<file path="src/rtl/pipe_hazard_ctrl_pkg.sv">
// Shared encodings and helpers for the pipeline hazard/forwarding controller.
package pipe_hazard_ctrl_pkg;

  // Forward select value meaning "take the operand from the register file".
  localparam int unsigned FWD_RF    = 0;
  // Stage index at which an ALU result first becomes forwardable (MEM).
  localparam int unsigned ALU_AVAIL = 2;

  // Width needed to hold the largest availability stage (a load's).
  function automatic int unsigned avail_w(input int unsigned load_lat);
    return $clog2(ALU_AVAIL + load_lat + 1);
  endfunction

endpackage

</file>
<file path="src/rtl/pipe_hazard_ctrl_chain.sv">
// Shift chain of scoreboard entries, one per tracked stage (index 0 = EX).
// Holds while advance is low; the oldest entry drops off the end.
module pipe_hazard_ctrl_chain #(
  parameter int STAGES = 3,
  parameter int RA_W   = 5,
  parameter int AV_W   = 2
) (
  input  logic                   clk,
  input  logic                   rst_n,
  input  logic                   advance,
  input  logic                   ins_valid,
  input  logic [RA_W-1:0]        ins_rd,
  input  logic                   ins_regwrite,
  input  logic [AV_W-1:0]        ins_avail,
  output logic [STAGES-1:0]      valid,
  output logic [STAGES-1:0]      regwrite,
  output logic [STAGES*RA_W-1:0] rd,
  output logic [STAGES*AV_W-1:0] avail
);

  always_ff @(posedge clk or negedge rst_n) begin
    if (!rst_n) begin
      // NOTE: the chain is a few flops rather than a RAM, so every field is reset and outputs stay defined.
      valid    <= '0;
      regwrite <= '0;
      rd       <= '0;
      avail    <= '0;
    end else if (advance) begin
      // NOTE: non-blocking so each stage captures its neighbour's value from before the edge.
      valid[0]           <= ins_valid;
      regwrite[0]        <= ins_regwrite;
      rd[RA_W-1:0]       <= ins_rd;
      avail[AV_W-1:0]    <= ins_avail;
      for (int k = 1; k < STAGES; k++) begin
        valid[k]              <= valid[k-1];
        regwrite[k]           <= regwrite[k-1];
        rd[k*RA_W +: RA_W]    <= rd[(k-1)*RA_W +: RA_W];
        avail[k*AV_W +: AV_W] <= avail[(k-1)*AV_W +: AV_W];
      end
    end
  end

endmodule

</file>
<file path="src/rtl/pipe_hazard_ctrl.sv">
// Hazard/forwarding controller: EX forward selects, load-use stall, branch flush
// and multicycle freeze, all derived from the in-flight scoreboard chain.
module pipe_hazard_ctrl
  import pipe_hazard_ctrl_pkg::*;
#(
  parameter  int RA_W       = 5,
  parameter  int FWD_STAGES = 3,
  parameter  int LOAD_LAT   = 1,
  parameter  int MC_W       = 4,
  localparam int FS_W       = $clog2(FWD_STAGES + 1)
) (
  input  logic            clk_i,
  input  logic            rst_n_i,
  input  logic            id_valid_i,
  input  logic [RA_W-1:0] id_rs_i,
  input  logic [RA_W-1:0] id_rt_i,
  input  logic [RA_W-1:0] id_rd_i,
  input  logic            id_regwrite_i,
  input  logic            id_is_load_i,
  input  logic            id_branch_taken_i,
  input  logic [RA_W-1:0] ex_rs_i,
  input  logic [RA_W-1:0] ex_rt_i,
  input  logic            mc_start_i,
  input  logic [MC_W-1:0] mc_len_i,
  output logic            pc_write_o,
  output logic            ifid_write_o,
  output logic            ifid_flush_o,
  output logic            idex_bubble_o,
  output logic            freeze_o,
  output logic [FS_W-1:0] fwd_a_o,
  output logic [FS_W-1:0] fwd_b_o
);

  localparam int AV_W = int'(avail_w(LOAD_LAT));

  logic [FWD_STAGES-1:0]      e_valid;
  logic [FWD_STAGES-1:0]      e_regwrite;
  logic [FWD_STAGES*RA_W-1:0] e_rd;
  logic [FWD_STAGES*AV_W-1:0] e_avail;
  logic [AV_W-1:0]            ins_avail;
  logic [MC_W-1:0]            mc_cnt;
  logic                       freeze, stall, advance, ins_valid;
  logic                       pend_a, pend_b;
  int                         fa_k, fa_av, fb_k, fb_av, sa_k, sa_av, sb_k, sb_av;

  assign ins_avail = id_is_load_i ? AV_W'(ALU_AVAIL + LOAD_LAT) : AV_W'(ALU_AVAIL);
  assign ins_valid = id_valid_i & ~idex_bubble_o;
  assign advance   = ~freeze;

  pipe_hazard_ctrl_chain #(
    .STAGES (FWD_STAGES),
    .RA_W   (RA_W),
    .AV_W   (AV_W)
  ) u_chain (
    .clk          (clk_i),
    .rst_n        (rst_n_i),
    .advance      (advance),
    .ins_valid    (ins_valid),
    .ins_rd       (id_rd_i),
    .ins_regwrite (id_regwrite_i),
    .ins_avail    (ins_avail),
    .valid        (e_valid),
    .regwrite     (e_regwrite),
    .rd           (e_rd),
    .avail        (e_avail)
  );

  // Youngest (lowest stage >= lo) entry writing src; r0 never matches. 0 = no match.
  function automatic void youngest(input logic [RA_W-1:0] src, input int lo,
                                   output int k_hit, output int av_hit);
    k_hit  = 0;
    av_hit = 0;
    for (int k = FWD_STAGES; k >= lo; k--) begin
      if (e_valid[k-1] && e_regwrite[k-1] && src != '0 && e_rd[(k-1)*RA_W +: RA_W] == src) begin
        k_hit  = k;
        av_hit = int'(e_avail[(k-1)*AV_W +: AV_W]);
      end
    end
  endfunction

  always_comb begin
    // NOTE: every output of this block gets a default first, so no path can infer a latch.
    stall   = 1'b0;
    pend_a  = 1'b0;
    pend_b  = 1'b0;
    fwd_a_o = FS_W'(FWD_RF);
    fwd_b_o = FS_W'(FWD_RF);
    youngest(ex_rs_i, 2, fa_k, fa_av);
    youngest(ex_rt_i, 2, fb_k, fb_av);
    youngest(id_rs_i, 1, sa_k, sa_av);
    youngest(id_rt_i, 1, sb_k, sb_av);

    // A producer at stage k reaches stage k+1 when the consumer enters EX.
    if (id_valid_i && ((sa_k != 0 && sa_k + 1 < sa_av) || (sb_k != 0 && sb_k + 1 < sb_av)))
      stall = 1'b1;

    if (fa_k != 0) begin
      if (fa_k >= fa_av) fwd_a_o = FS_W'(fa_k);
      else               pend_a  = 1'b1;
    end
    if (fb_k != 0) begin
      if (fb_k >= fb_av) fwd_b_o = FS_W'(fb_k);
      else               pend_b  = 1'b1;
    end
  end

  always_ff @(posedge clk_i or negedge rst_n_i) begin
    if (!rst_n_i)        mc_cnt <= '0;
    else if (freeze)     mc_cnt <= mc_cnt - 1'b1;
    else if (mc_start_i) mc_cnt <= mc_len_i;
  end

  assign freeze        = |mc_cnt;
  assign freeze_o      = freeze;
  assign pc_write_o    = ~freeze & ~stall;
  assign ifid_write_o  = ~freeze & ~stall;
  assign idex_bubble_o = stall & ~freeze;
  assign ifid_flush_o  = id_branch_taken_i & ~stall & ~freeze;

  a_mc_start_idle: assert property (@(posedge clk_i) disable iff (!rst_n_i)
    !(mc_start_i && freeze));

  // The stall logic must keep an unavailable producer out of reach of EX.
  a_fwd_ready: assert property (@(posedge clk_i) disable iff (!rst_n_i)
    !(pend_a || pend_b));

endmodule
</file>
<file path="config.mk">
export PLATFORM = sky130hd
export DESIGN_NAME = pipe_hazard_ctrl
export DESIGN_NICKNAME = d
export VERILOG_FILES = /design/src/rtl/pipe_hazard_ctrl_pkg.sv /design/src/rtl/pipe_hazard_ctrl_chain.sv /design/src/rtl/pipe_hazard_ctrl.sv
export SDC_FILE = /design/constraint.sdc
export NUM_CORES = 1
export LEC_CHECK = 0
export ABC_CLOCK_PERIOD_IN_PS = 6100
export CELL_PAD_IN_SITES_DETAIL_PLACEMENT = 1
export CELL_PAD_IN_SITES_GLOBAL_PLACEMENT = 1
export CORE_MARGIN = 2
export CORE_UTILIZATION = 42
export DETAILED_ROUTE_END_ITERATION = 7
export GPL_TIMING_DRIVEN = 0
export PLACE_DENSITY_LB_ADDON = 0.1
export SETUP_SLACK_MARGIN = 0.15
export SLEW_MARGIN = 5
export SYNTH_ARGS = -nofsm -noshare
export SYNTH_HDL_FRONTEND = slang
export SYNTH_SLANG_ARGS = --single-unit
export TNS_END_PERCENT = 1
</file>
<file path="constraint.sdc">
create_clock -name clk_i -period 6.1 [get_ports clk_i]
set_input_delay 0.61 -clock clk_i [delete_from_list [all_inputs] [get_ports clk_i]]
set_output_delay 0.61 -clock clk_i [all_outputs]
set_load 0.05 [all_outputs]
</file>
==> results of run 1 <==
[through the flow]
step           setup WS [ps]  power (mW)
3_3_place_gp             565       0.890
5_1_grt                  279        1.17
6_report                 541        1.08
2_1_floorplan           1590       0.740
3_5_place_dp             514       0.918
4_1_cts                  492        1.09
[metal layers]
| layer | GRT usage (%) | up-vias | wire (um) |
|---|---|---|---|
| li1 | - | 1057 | - |
| met1 | 28.5 | 1045 | 2950 |
| met2 | 39.6 | 61 | 3290 |
| met3 | 4.30 | 14 | 282 |
| met4 | 8.97 | 0 | 136 |
| met5 | 0 | - | 0 |
[state kept, by name (all words and copies together), names as in the netlist]
signal and count:
u_chain.rd 15, u_chain.avail 6, mc_cnt 4, u_chain.regwrite 3
u_chain.valid 3
[critical path, cell delays in order]
cell	delay [ps]
clkdlybuf4s50_1	530
xor2_1	210
or4_1	570
nor4_4	330
a21o_2	190
inv_1	50
ha_1	270
ha_1	190
nor3_1	350
nand2_1	90
or4_1	430
nand4_2	150
and3_1	160
clkdlybuf4s50_1	800
[power groups by stage]
stage | clock [mW] | sequential (mW) | combinational (mW)
2_1_floorplan | 0 | 0.360 | 0.380
3_3_place_gp | 0 | 0.385 | 0.504
3_5_place_dp | 0 | 0.391 | 0.527
4_1_cts | 0.172 | 0.386 | 0.532
5_1_grt | 0.181 | 0.400 | 0.589
6_report | 0.166 | 0.386 | 0.526
[worst min-delay path by stage]
stage | from | endpoint | slack [ps] | cells after the start
floorplan | rst_n_i | mc_cnt[0] | 310 | 0
global placement | u_chain.regwrite[2] | u_chain.regwrite[2] | 460 | 2
detailed placement | u_chain.valid[2] | u_chain.valid[2] | 470 | 2
CTS | rst_n_i | u_chain.regwrite[0] | 380 | 1
global route | rst_n_i | u_chain.regwrite[2] | 410 | 1
finish | rst_n_i | mc_cnt[2] | 370 | 1
[cells by family (layout without fill, tap and decap cells)]
family | after synthesis | count (layout)
buffers and inverters | 32 | 84
multiplexers | 4 | 4
AND/OR/NAND/NOR | 124 | 124
XOR/XNOR | 48 | 48
AO/OA/AOI/OAI | 34 | 34
flip-flops | 31 | 31
adder cells (fa/ha/maj) | 13 | 13
[cell usage in the layout (no fill, tap or decap), drive strengths merged, types with 2 or more instances in the layout]
master and instances:
nand2 77, clkdlybuf4s50 43, dfrtp 31, xnor2 30, xor2 18, inv 17
clkbuf 16, ha 11, or4 11, nor2 8, nand4 8, o21ai 8
a21oi 7, nor4 6, nand2b 5, buf 5, a22o 3, a22oi 3
nor3 3, a21o 3, nand3 2, mux2i 2, mux2 2, o31ai 2
fa 2, clkinvlp 2
[layout make-up]
class / instances / area (um2)
Fill cell: 676 / 2490
Tap cell: 72 / 90.1
Timing Repair Buffer: 44 / 435
Inverter: 17 / 63.8
Multi-Input combinational cell: 223 / 1500
Buffer: 15 / 62.6
Clock buffer: 5 / 68.8
Clock inverter: 3 / 20.0
Sequential cell: 31 / 776
==> impl_metrics.json, run 1 <==
{
  "instances_no_fill": 410,
  "hold_viol_final": 0,
  "clkPwrFrac_pct": 15.4,
  "yosysWarnings": 0,
  "period_share_pct": 91.1,
  "final_core_util_pct": 54.8,
  "p_per_area_nw_per_um2": 357,
  "cp_max_fo": 6,
  "finClkSkew_ps": 3.55,
  "via_per_inst": 5.31,
  "crit_required_ps": 5490,
  "antenna_cells": 0,
  "worst_r2r_endpoint": "u_chain.valid[0]",
  "setup_viol": 0,
  "cts_root_buffer": "clkbuf_8",
  "cap_violations": 0,
  "p_seq_share_pct": 35.8,
  "yosysSeqAreaShare_pct": 32.4,
  "synthTopCellsByArea": "dfrtp_1, nand2_1, xnor2_1, xor2_1, ha_1",
  "outcome": "finished, final reports clean",
  "r2r-start": "u_chain.rd[8]",
  "core_um2": 5510,
  "synth_fa_ha_area_share_pct": 7.42,
  "syn_avg_cell_area_um2": 8.37,
  "cts_max_path_buffers": 2,
  "syn_area_um2": 2390,
  "dp_cells": 402,
  "synth_top_area_share_pct": 32.4,
  "drc": 0,
  "htreeDepth": 2,
  "synth_top_family_by_area": "simple AND/OR/NAND/NOR gates",
  "worstMarginPinSlew_ps": 712,
  "layout.nets": 386,
  "synthTopCellsByCount": "nand2_1, dfrtp_1, xnor2_1, xor2_1, inv_1",
  "io_pins": 45,
  "port_buffers": 44,
  "insertion_delay_ps": 290,
  "drt_first_pass_iters": 4,
  "place_area_um2": 2920,
  "cp-end-kind": "output port",
  "crit_arrival_ps": 4950,
  "grt_first_pass_wirelength_um": 11100,
  "power_frac_comb_pct": 48.9,
  "grt_pass1_vias": 2304,
  "synth_edf_count": 0,
  "synth_compound_area_share_pct": 9.40,
  "antenna_found_initial": 0,
  "track_usage_pct": 23.1,
  "power_switching_mw": 0.489,
  "first_iter_violations": 77,
  "start_util_pct": 43.5,
  "slew_viol_final": 0,
  "fp.dieH_um": 79.5,
  "crit_type": "in2out",
  "slew_headroom_pct": 52.1,
  "grt_setup_unrepaired": "no",
  "p_leak_nw": 1.30,
  "fp-row-count": 27,
  "switching_share_pct": 45.4,
  "fmax_mhz": 180,
  "numClockSinks": 31,
  "vias": 2177,
  "p_int_mw": 0.589,
  "synth_most_common_cell": "nand2_1",
  "cts_hold_buf": 0,
  "synth.lib_cells_used.distinct": 44,
  "vdd_drop_max_v": 0.000266,
  "cts.repair.resized": 0,
  "hp-class": "in2async",
  "post_cts_buffers": 0,
  "grt-ovfl-total": 0,
  "endpoint": "idex_bubble_o",
  "synth_ff_type": "dfrtp_1",
  "drt_wl_total_um": 6660,
  "fin_area_um2": 3020,
  "cts_made_buffers": 5,
  "synth_nets": 335,
  "worst_hold_slack_ps": 368,
  "wl_per_cell_um": 16.3,
  "synth_seq_cells": 31,
  "synthCells": 286,
  "synth-xor-area-share_pct": 17.6,
  "place_hpwl_um": 5150,
  "fin_crit_ps": 5560,
  "yosys.area_share.simple_pct": 26.2,
  "grt_max_degree": 32,
  "muxShareOfSynthArea_pct": 1.78,
  "rrSetupSlack_ps": 2640,
  "finalSetupTns_ps": 0,
  "startpoint": "id_rs_i[1]",
  "clkTransAtPathRegs_ps": 70,
  "synth_top_area_cell": "dfrtp_1",
  "routabilityCongestion": 0.832,
  "drtAntennaViolNets": 0,
  "drive_gt1_share_pct": 6.80,
  "die-area_um2": 6320,
  "critPathLaunchType": "input port",
  "syn_to_final_growth_pct": 25.9,
  "synth_async_sr_flop_share_pct": 100,
  "die_w_um": 79.5,
  "reg2reg_depth": 13,
  "cts_tree": "yes"
}
No activity file was read; power rests on OpenSTA's default activity.
==> run 2, diff against run 1 <==
--- a/config.mk
+++ b/config.mk
@@ -5,11 +5,11 @@
 export SDC_FILE = /design/constraint.sdc
 export NUM_CORES = 1
 export LEC_CHECK = 0
-export ABC_CLOCK_PERIOD_IN_PS = 6100
+export ABC_CLOCK_PERIOD_IN_PS = 5400
 export CELL_PAD_IN_SITES_DETAIL_PLACEMENT = 1
 export CELL_PAD_IN_SITES_GLOBAL_PLACEMENT = 1
 export CORE_MARGIN = 2
-export CORE_UTILIZATION = 42
+export CORE_UTILIZATION = 39
 export DETAILED_ROUTE_END_ITERATION = 7
 export GPL_TIMING_DRIVEN = 0
 export PLACE_DENSITY_LB_ADDON = 0.1
==> constraint.sdc (replaced) <==
create_clock -name clk_i -period 5.4 [get_ports clk_i]
set_input_delay 0.54 -clock clk_i [delete_from_list [all_inputs] [get_ports clk_i]]
set_output_delay 0.54 -clock clk_i [all_outputs]
set_load 0.05 [all_outputs]
==> run 2 against run 1 <==
  * Via count shrank 3.1%
  * Non-clock buffer count is the same
  * Clock skew grew 1.8 ps
  * Setup slack lost 200 ps
  * Cell count grew 0.73%
  * Design area grew 0.12%
  * Die area grew 7.3%
  * Clock-buffer cell count grew 1
  * Largest power group unchanged
  * Highest routed layer unchanged
==> impl_metrics.json, run 2 (synthesis gave the netlist of run 1 again) <==
{
  "outcome": "finished, final reports clean",
  "layout.nets": 386,
  "clkPwrFrac_pct": 15.0,
  "max_stage_delay_ps": 570,
  "fmax_mhz": 198,
  "critPathBufInv": 3,
  "drive_gt1_share_pct": 7.10,
  "fp.dieH_um": 82.4,
  "cp_max_fo": 6,
  "start_util_pct": 40.4,
  "cap_violations": 0,
  "final_core_util_pct": 51.0,
  "crit_arrival_ps": 4520,
  "dp_cells": 405,
  "slew_headroom_pct": 48.0,
  "grt_pass1_vias": 2250,
  "antenna_cells": 0,
  "grt_first_pass_wirelength_um": 11100,
  "core_um2": 5920,
  "final_common_cell": "nand2_1",
  "cts_max_path_buffers": 2,
  "pre_cts_slack_ps": -223,
  "crit_type": "in2out",
  "regArea_um2": 776,
  "die_w_um": 82.4,
  "instances_no_fill": 413,
  "final.fill_count": 723,
  "final_cell_mix": "nand2_1, clkdlybuf4s50_1, dfrtp_1",
  "cp_cell_sequence": "clkdlybuf4s50_1 -> xor2_1 -> or4_1 -> nor4_4 -> a21o_2 -> inv_1 -> ha_1 -> ha_1 -> nor3_2 -> nand2_1 -> or4_1 -> nand4_2 -> and3_1 -> clkdlybuf4s15_1",
  "cp-end-kind": "output port",
  "power_frac_comb_pct": 48.6,
  "antenna_found_initial": 0,
  "worstMarginPinSlew_ps": 772,
  "io_pins": 45,
  "numClockSinks": 31,
  "drt_first_pass_iters": 4,
  "grt_max_degree": 32,
  "drc": 0,
  "reg_top3": "u_chain.rd (15), u_chain.avail (6), mc_cnt (4)",
  "power_switching_mw": 0.540,
  "die-area_um2": 6780,
  "syn_to_final_growth_pct": 26.1,
  "p_leak_nw": 1.33,
  "vias": 2110,
  "port_buffers": 44,
  "drtAntennaViolNets": 0,
  "period_share_pct": 93.7,
  "via_per_inst": 5.11,
  "hold_viol_final": 0,
  "regMostFlops": "u_chain.rd",
  "clkTransAtPathRegs_ps": 70,
  "htreeDepth": 2,
  "wl_per_cell_um": 16.3,
  "cts_tree": "yes",
  "setup_ws_ps": 340,
  "cts_root_buffer": "clkbuf_8",
  "fin_crit_ps": 5060,
  "vdd_drop_max_v": 0.000258,
  "critPathTopFamily": "simple AND/OR/NAND/NOR gates",
  "insertion_delay_ps": 290,
  "p_per_area_nw_per_um2": 398,
  "grt-ovfl-total": 0,
  "fin_area_um2": 3020,
  "cts_made_buffers": 5,
  "slew_viol_final": 0,
  "place_hpwl_um": 5190,
  "grt_setup_unrepaired": "yes",
  "hp-class": "in2async",
  "routabilityCongestion": 0.812,
  "p_seq_share_pct": 36.4,
  "finClkSkew_ps": 5.35,
  "place_area_um2": 2920,
  "slowest_stage": "or4_1",
  "largest_reg_flops": 15,
  "switching_share_pct": 44.9,
  "critPathLaunchType": "input port",
  "drt_wl_total_um": 6730,
  "first_iter_violations": 81,
  "crit_required_ps": 4860,
  "setup_viol": 0,
  "p_int_mw": 0.662,
  "multi_input_area_um2": 1500,
  "fp-row-count": 28,
  "track_usage_pct": 21.9
}
-- run 2: worst paths after layout --
kind / from / end / cells past startpoint / slack, ps
max: id_rs_i[1] / idex_bubble_o / 14 / 340
min: rst_n_i / u_chain.rd[4] / 1 / 300
max reg2reg: u_chain.rd[9] / u_chain.valid[0] / 13 / 1930
min reg2reg: u_chain.valid[2] / u_chain.valid[2] / 2 / 490
max in group asynchronous: rst_n_i / u_chain.avail[5] / 1 / 4630
min in group clk_i: u_chain.valid[2] / u_chain.valid[2] / 2 / 490
-- run 2: final cells by class --
cell class / instances / area share [%]
plain buffers: 15 / 2.07
clock buffers: 6 / 2.40
clock inverters: 2 / 0.414
inverters: 17 / 2.11
multi-input cells: 223 / 49.8
flip-flops and latches: 31 / 25.7
well taps: 75 / 3.11
repair buffers: 44 / 14.4
-- run 2: power groups by stage --
stage	combinational [mW]	sequential (mW)	clock [mW]
after floorplan	0.429	0.407	0
after global placement	0.565	0.436	0
after detailed placement	0.587	0.441	0
after CTS	0.592	0.438	0.184
after global routing	0.662	0.453	0.194
final	0.584	0.438	0.181
-- run 2: timing repair --
item | 4_1_cts | 5_1_grt
hold buffers | 0 | 0
setup endpoints to repair | 4 | 4
buffers inserted | 0 | 0
hold endpoints to repair | 0 | 0
gates resized for setup | 4 | 4
-- run 2: per-layer routing --
layer	vias to the layer above	part of all wire (%)	wire length (um)	global-route usage, %
met3	6	3.1	211	3.26
met4	0	0.77	52	5.17
met2	37	50	3370	39.1
met1	1015	46	3100	27.7
met5	-	0	0	0
li1	1052	-	-	-
-- run 2: stage by stage --
step	setup TNS, ps	hold WS (ps)	total power [mW]
after floorplan	0	244	0.836
after detailed placement	-574	474	1.03
after global routing	0	340	1.31
after global placement	-218	463	1.00
after CTS	0	314	1.21
final	0	303	1.20
